$ cat src/rtl/controlpath.sv
// controlpath -- main control and ALU-control decoder for the 32-bit MIPS datapath.
//
// The opcode (and, for R-type, the function field) is decoded combinationally.
// The resulting steering flags, branch flag and 3-bit ALU operation are
// registered on the rising clock edge. The PC-source select combines the
// registered branch flag with the live ALU zero flag.
//
// Ports:
//   clk           in   1  system clock, rising edge active
//   reset         in   1  asynchronous, active-high reset
//   instruccion   in   6  opcode field, instruction bits [31:26]
//   CampoFuncion  in   6  function field, instruction bits [5:0] (R-type only)
//   zero          in   1  ALU zero flag from the datapath
//   RegDest       out  1  1 = write register is rd, 0 = rt
//   LeerMem       out  1  data-memory read enable
//   MemaReg       out  1  1 = register write data from memory, 0 = from ALU
//   EscrMem       out  1  data-memory write enable
//   FuenteALU     out  1  1 = ALU operand B is the sign-extended immediate
//   EscrReg       out  1  register-file write enable
//   selFuentePc   out  1  1 = PC loads the branch target, 0 = PC+4
//   controldeALU  out  3  ALU operation code
module controlpath (
  input  logic       clk,
  input  logic       reset,
  input  logic [5:0] instruccion,
  input  logic [5:0] CampoFuncion,
  input  logic       zero,
  output logic       RegDest,
  output logic       LeerMem,
  output logic       MemaReg,
  output logic       EscrMem,
  output logic       FuenteALU,
  output logic       EscrReg,
  output logic       selFuentePc,
  output logic [2:0] controldeALU
);

  // Opcode encodings
  localparam logic [5:0] OP_RTYPE = 6'b000000;
  localparam logic [5:0] OP_LW    = 6'b100011;
  localparam logic [5:0] OP_SW    = 6'b101011;
  localparam logic [5:0] OP_BEQ   = 6'b000100;

  // R-type function encodings
  localparam logic [5:0] FN_ADD = 6'b100000;
  localparam logic [5:0] FN_SUB = 6'b100010;
  localparam logic [5:0] FN_AND = 6'b100100;
  localparam logic [5:0] FN_OR  = 6'b100101;
  localparam logic [5:0] FN_SLT = 6'b101010;

  // ALUOp classes from the main decoder
  localparam logic [1:0] ALUOP_ADD   = 2'b00;
  localparam logic [1:0] ALUOP_SUB   = 2'b01;
  localparam logic [1:0] ALUOP_FUNCT = 2'b10;

  // ALU operation codes
  localparam logic [2:0] ALU_AND = 3'b000;
  localparam logic [2:0] ALU_OR  = 3'b001;
  localparam logic [2:0] ALU_ADD = 3'b010;
  localparam logic [2:0] ALU_SUB = 3'b110;
  localparam logic [2:0] ALU_SLT = 3'b111;

  logic       regDest_s;
  logic       fuenteAlu_s;
  logic       memaReg_s;
  logic       escrReg_s;
  logic       leerMem_s;
  logic       escrMem_s;
  logic       branch_s;
  logic [1:0] aluOp_s;
  logic [2:0] aluCtl_s;

  logic       regDest_r;
  logic       fuenteAlu_r;
  logic       memaReg_r;
  logic       escrReg_r;
  logic       leerMem_r;
  logic       escrMem_r;
  logic       branch_r;
  logic [2:0] aluCtl_r;

  // Main decode: opcode to steering flags, branch flag and ALUOp class.
  // An unknown or X opcode matches no item and lands on the no-op default.
  always_comb begin
    regDest_s   = 1'b0;
    fuenteAlu_s = 1'b0;
    memaReg_s   = 1'b0;
    escrReg_s   = 1'b0;
    leerMem_s   = 1'b0;
    escrMem_s   = 1'b0;
    branch_s    = 1'b0;
    aluOp_s     = ALUOP_ADD;
    case (instruccion)
      OP_RTYPE: begin
        regDest_s = 1'b1;
        escrReg_s = 1'b1;
        aluOp_s   = ALUOP_FUNCT;
      end
      OP_LW: begin
        fuenteAlu_s = 1'b1;
        memaReg_s   = 1'b1;
        escrReg_s   = 1'b1;
        leerMem_s   = 1'b1;
      end
      OP_SW: begin
        fuenteAlu_s = 1'b1;
        escrMem_s   = 1'b1;
      end
      OP_BEQ: begin
        branch_s = 1'b1;
        aluOp_s  = ALUOP_SUB;
      end
      default: begin
        regDest_s   = 1'b0;
        fuenteAlu_s = 1'b0;
        memaReg_s   = 1'b0;
        escrReg_s   = 1'b0;
        leerMem_s   = 1'b0;
        escrMem_s   = 1'b0;
        branch_s    = 1'b0;
        aluOp_s     = ALUOP_ADD;
      end
    endcase
  end

  // ALU control: the function field is only looked at for the R-type class,
  // so an undriven funct on lw/sw/beq/no-op never reaches the output.
  always_comb begin
    aluCtl_s = ALU_ADD;
    case (aluOp_s)
      ALUOP_ADD: aluCtl_s = ALU_ADD;
      ALUOP_SUB: aluCtl_s = ALU_SUB;
      ALUOP_FUNCT: begin
        case (CampoFuncion)
          FN_ADD:  aluCtl_s = ALU_ADD;
          FN_SUB:  aluCtl_s = ALU_SUB;
          FN_AND:  aluCtl_s = ALU_AND;
          FN_OR:   aluCtl_s = ALU_OR;
          FN_SLT:  aluCtl_s = ALU_SLT;
          default: aluCtl_s = ALU_ADD;
        endcase
      end
      default: aluCtl_s = ALU_ADD;
    endcase
  end

  // Decode register: async clear, otherwise captures the current decode.
  always_ff @(posedge clk or posedge reset) begin
    if (reset) begin
      regDest_r   <= 1'b0;
      fuenteAlu_r <= 1'b0;
      memaReg_r   <= 1'b0;
      escrReg_r   <= 1'b0;
      leerMem_r   <= 1'b0;
      escrMem_r   <= 1'b0;
      branch_r    <= 1'b0;
      aluCtl_r    <= 3'b000;
    end else begin
      regDest_r   <= regDest_s;
      fuenteAlu_r <= fuenteAlu_s;
      memaReg_r   <= memaReg_s;
      escrReg_r   <= escrReg_s;
      leerMem_r   <= leerMem_s;
      escrMem_r   <= escrMem_s;
      branch_r    <= branch_s;
      aluCtl_r    <= aluCtl_s;
    end
  end

  assign RegDest      = regDest_r;
  assign FuenteALU    = fuenteAlu_r;
  assign MemaReg      = memaReg_r;
  assign EscrReg      = escrReg_r;
  assign LeerMem      = leerMem_r;
  assign EscrMem      = escrMem_r;
  assign controldeALU = aluCtl_r;

  // Branch is taken within the same cycle the ALU reports equality, so zero
  // is deliberately not registered here.
  assign selFuentePc = branch_r & zero;

endmodule

$ cat config.mk
export PLATFORM = sky130hd
export DESIGN_NAME = controlpath
export DESIGN_NICKNAME = d
export VERILOG_FILES = /design/src/rtl/controlpath.sv
export SDC_FILE = /design/constraint.sdc
export NUM_CORES = 1
export LEC_CHECK = 0
export ABC_AREA = 1
export BUFFER_PORTS_ARGS = -buffer_cell sky130_fd_sc_hd__buf_4
export CAP_MARGIN = 20
export CORE_AREA = 2 2 39 41
export DETAILED_ROUTE_END_ITERATION = 7
export DIE_AREA = 0 0 41 43
export PLACE_DENSITY_LB_ADDON = 0.08
export SKIP_CTS_REPAIR_TIMING = 1
export SLEW_MARGIN = 20
export SYNTH_ARGS = -nofsm -noshare
export SYNTH_HDL_FRONTEND = slang
export SYNTH_SLANG_ARGS = --single-unit
$ cat constraint.sdc
create_clock -name clk -period 0.8 [get_ports clk]
set_input_delay 0.04 -clock clk [delete_from_list [all_inputs] [get_ports clk]]
set_output_delay 0.04 -clock clk [all_outputs]
set_load 0.1 [all_outputs]
==> results of run 1 <==
-- Yosys cell counts (all sizes together) --
master / instances / area share, %
nand4: 3 / 4.3
nor2: 12 / 13
buf: 1 / 1.7
ha: 2 / 5.7
inv: 13 / 11
o21ai: 1 / 1.1
a21oi: 1 / 2.0
nand3: 3 / 3.4
nand2: 7 / 6.0
dfrtp: 9 / 52
-- routing by layer --
| layer | GRT usage, % | share of wire [%] | vias to the layer above | wire (um) |
|---|---|---|---|---|
| met1 | 11.51 | 35 | 171 | 275 |
| met5 | 0 | 0 | - | 0 |
| li1 | - | - | 219 | - |
| met3 | 0 | 8.2 | 2 | 64 |
| met4 | 12.00 | 2.2 | 0 | 17 |
| met2 | 16.56 | 54 | 20 | 418 |
-- per-stage QoR --
step / hold WS [ns] / TNS [ns]
finish: 0.05343 / -0.9080
global route: 0.06247 / -1.277
CTS: -0.2559 / -1.388
detailed placement: 0.01202 / -0.7870
global placement: 0.01204 / -0.7675
floorplan: -0.1325 / -0.4966
-- cell type report --
type / count / area, um2 / share of cell area, %
clock buffer: 4 / 26.28 / 2.954
tap: 16 / 20.02 / 2.250
sequential: 9 / 236.5 / 26.58
inverter: 13 / 52.55 / 5.907
timing repair buffer: 30 / 332.8 / 37.41
multi-input combinational: 29 / 221.5 / 24.89
-- power by group through the flow --
stage	registers, mW	logic, mW	clock network (mW)
after global placement	0.470	0.172	0
after detailed placement	0.471	0.174	0
final	0.465	0.197	0.317
after global routing	0.464	0.215	0.370
after CTS	0.462	0.174	0.331
after floorplan	0.502	0.0522	0
-- state kept, by name, summed over array words and instances (netlist names) --
signal,count
LeerMem,1
RegDest,1
controldeALU,3
EscrMem,1
EscrReg,1
branch_r,1
FuenteALU,1
-- worst max path at each step --
stage / startpoint / to / slack [ns] / cells after the start
4_1_cts: branch_r$_DFF_PP0_ / selFuentePc / -0.23 / 3
2_1_floorplan: controldeALU[2]$_DFF_PP0_ / controldeALU[2] / -0.12 / 0
6_report: branch_r$_DFF_PP0_ / selFuentePc / -0.19 / 3
5_1_grt: branch_r$_DFF_PP0_ / selFuentePc / -0.25 / 3
3_5_place_dp: instruccion[4] / controldeALU[1]$_DFF_PP0_ / -0.28 / 7
3_3_place_gp: instruccion[3] / controldeALU[2]$_DFF_PP0_ / -0.27 / 9
-- cells by family after synthesis --
| logic type | count (synthesis) |
|---|---|
| buffers and inverters | 14 |
| AOI/OAI and AO/OA | 2 |
| DFF | 9 |
| adders and majority gates | 2 |
| and+or+nand+nor | 25 |
==> reports/metrics.csv, run 1 <==
metric,value,unit
track_usage,10.72,%
crit_slowest_cell,dfrtp_1,
p_seq_share,47.5,%
drt_iter0_drc,3,
syn_nets,69,
clock-sinks,9,
syn_area,435.4,um2
min-delay-start,CampoFuncion[0],
worstMarginPinSlew,0.3065,ns
drt_wl_total,776,um
design.die.area,1763,um2
htreeDepth,1,
hpwlAfterDp,674.7,um
final_cell_area,889.6,um2
grt_pass1_wl,1262,um
synth-seq-cells,9,
finalHoldViolCount,0,
core,1384,um2
grt_pass1_vias,353,
preCtsSetupSlack,-0.2795,ns
synth_top_family_by_area,simple AND/OR/NAND/NOR gates,
dp_cells,95,
crit_type,register to primary output,
setup_slack,-0.1878,ns
initial_utilization,31.46,%
synth_xor_area_share,0,%
slew_violations,0,
crit_fanout,1,
io_pins,25,
violations,negative setup slack,
layout_common_cells,"buf_4, inv_1",
cellLeakagePower,0.4257,nW
critPathBufInv,2,
num_vias,412,
grt_max_degree,10,
maxCapViolCount,0,
final_nets,103,
numPortBuffers,24,
whs_endpoint,controldeALU[2]$_DFF_PP0_,
vias_per_cell,4.079,
crit_chain,nand2_2 -> clkinvlp_4 -> buf_6,
ant_nets,0,
ys_warn_count,0,
cts_buffer_depth,2,
final_common_cell,buf_4,
fmax,1012,MHz
netlist_instances,52,
worstPathArrival,0.95,ns
p_comb_share,20.1,%
ys_types,12,
p_per_area,1099,nW/um2
synth_compound_area_share,3.161,%
die_h,43,um
synth-simple-area-share,26.44,%
period_minus_slack,0.9878,ns
drc,0,
status,"complete, but fails checks",
synth.mux.area_fraction,0,%
synthAdderAreaFrac,5.747,%
clk_pin_slew,0.05,ns
stdcell_count,101,
die_w,41,um
ir_drop,0.5614,mV
placed_area,723.2,um2
critPathRequiredTime,0.76,ns
slew_headroom,79.55,%
fp-row-count,14,
cp_top_family,flip-flops,
routedWlPerCell,7.683,um
root_buffer,clkbuf_4,
finalSetupViolCount,10,
syn_to_final_growth,104.3,%
cts_buffers,3,
fin_crit_sh,123.5,%
holdPathStages,4,
drive_gt1_share,65.88,%
cpPeakStageDelay,0.37,ns
fin_util,64.29,%
p_int,0.7456,mW
diodes,0,
firstDrtPassIters,2,
gp_routability_congestion,0.6841,
start_kind,register,
fillers,119,
grt-ovfl-total,0,
ys_seq_area_share,51.72,%
switchingPower,0.2325,mW
cp-end-kind,primary output,
syn-mean-instance-area,8.373,um2
antenna_found_initial,0,
power_frac_clock,32.4,%
rsz0062_at_grt,true,
hp-class,input port to register,
design_power_total,0.9781,mW
cts_tree,done,
switching_share,23.77,%
No activity file was read; power rests on OpenSTA's default activity.
==> inputs of run 2 (changes only) <==
GPL_ROUTABILITY_DRIVEN = 0   (was not set)
RECOVER_POWER = 50   (was not set)
clock period = 0.91 ns   (was 0.8 ns; I/O delays follow)
==> reports/metrics.csv, run 2 (synthesis gave the netlist of run 1 again) <==
metric,value,unit
fin_tns_setup,-0.2633,ns
critPathBufInv,1,
final_common_cell,buf_4,
cpPeakStageDelay,0.46,ns
grt_pass1_vias,310,
critPathRequiredTime,0.86,ns
die_h,43,um
final_cell_area,798.3,um2
holdPathStages,3,
slew_violations,0,
crit_slowest_cell,dfrtp_4,
start_kind,register,
drive_gt1_share,56.98,%
crit_type,register to primary output,
diodes,0,
drt_iter0_drc,4,
clock-sinks,9,
design.die.area,1763,um2
period_minus_slack,0.9984,ns
worstPathArrival,0.95,ns
power_frac_clock,33.7,%
crit_start,LeerMem$_DFF_PP0_,
crit_fanout,2,
finalSetupViolCount,3,
firstDrtPassIters,2,
cp-end-kind,primary output,
drt_wl_total,778,um
syn_to_final_growth,83.33,%
finalHoldViolCount,0,
placed_area,688.2,um2
design_power_total,0.8513,mW
routedWlPerCell,7.627,um
cp.depth,1,
min-delay-start,instruccion[3],
cts_buffers,3,
die_w,41,um
largest_register_ffs,3,
p_comb_share,18.5,%
rsz0062_at_grt,true,
grt-ovfl-total,0,
switchingPower,0.2058,mW
layout_common_cells,"buf_4, inv_1, nor2_1, clkbuf_4, buf_6",
cts_buffer_depth,2,
track_usage,9.736,%
cp_top_family,flip-flops,
fp-row-count,14,
p_per_area,1066,nW/um2
hp-class,input port to register,
slew_headroom,80.08,%
ant_nets,0,
cellLeakagePower,0.4187,nW
hpwlAfterDp,642.8,um
crit_chain,buf_4,
fmax,1002,MHz
grt_max_degree,10,
antenna_found_initial,0,
initial_utilization,31.46,%
switching_share,24.18,%
io_pins,25,
p_seq_share,47.8,%
htreeDepth,1,
grt_pass1_wl,1076,um
fin_crit_sh,109.7,%
ir_drop,0.4073,mV
numPortBuffers,24,
maxCapViolCount,0,
cts_tree,done,
violations,negative setup slack,
worstMarginPinSlew,0.2984,ns
core,1384,um2
root_buffer,clkbuf_4,
final_nets,104,
setup_slack,-0.08845,ns
vias_per_cell,4.069,
num_vias,415,
clk_pin_slew,0.05,ns
status,"complete, but fails checks",
drc,0,
p_int,0.6454,mW
run 2: cell type report:
cell class,count,area [um2]
Clock buffer,4,26.28
Fill cell,136,585.6
Timing Repair Buffer,31,274.0
Inverter,13,52.55
Multi-Input combinational cell,29,188.9
Sequential cell,9,236.5
Tap cell,16,20.02
run 2: power groups by stage:
stage	Combinational [mW]	Clock [mW]	Sequential [mW]
2_1_floorplan	0.0402	0	0.442
3_3_place_gp	0.144	0	0.413
3_5_place_dp	0.145	0	0.414
4_1_cts	0.145	0.310	0.406
5_1_grt	0.172	0.327	0.407
6_report	0.157	0.287	0.407
run 2: metrics by stage:
stage	instances	hold WS, ns	utilization (%)	worst slack [ns]
after global routing	102	0.04143	57.69	-0.1262
after floorplan	52	-0.1270	-	-0.01875
after CTS	100	-0.2705	51.63	-0.1601
after detailed placement	96	0.01342	49.73	-0.2173
after global placement	96	0.01959	49.73	-0.2031
final	102	0.04438	57.69	-0.08845
run 2: final timing paths:
kind	slack, ns	to
worst min-delay path	0.04	LeerMem$_DFF_PP0_
max in group asynchronous	0.36	LeerMem$_DFF_PP0_
worst max-delay path	-0.09	LeerMem
min in group asynchronous	0.29	LeerMem$_DFF_PP0_
run 2: routing by layer:
layer | up-vias | global-route usage (%) | routed length [um]
met3 | 2 | 0 | 77
met5 | - | 0 | 0
met4 | 0 | 14.00 | 17
li1 | 221 | - | -
met1 | 170 | 11.63 | 280
met2 | 22 | 12.50 | 403
run 2: tightest hold or removal path: stages:
cell	delay, ns
buf_4	0.09
buf_4	0.10
nor2_1	0.03
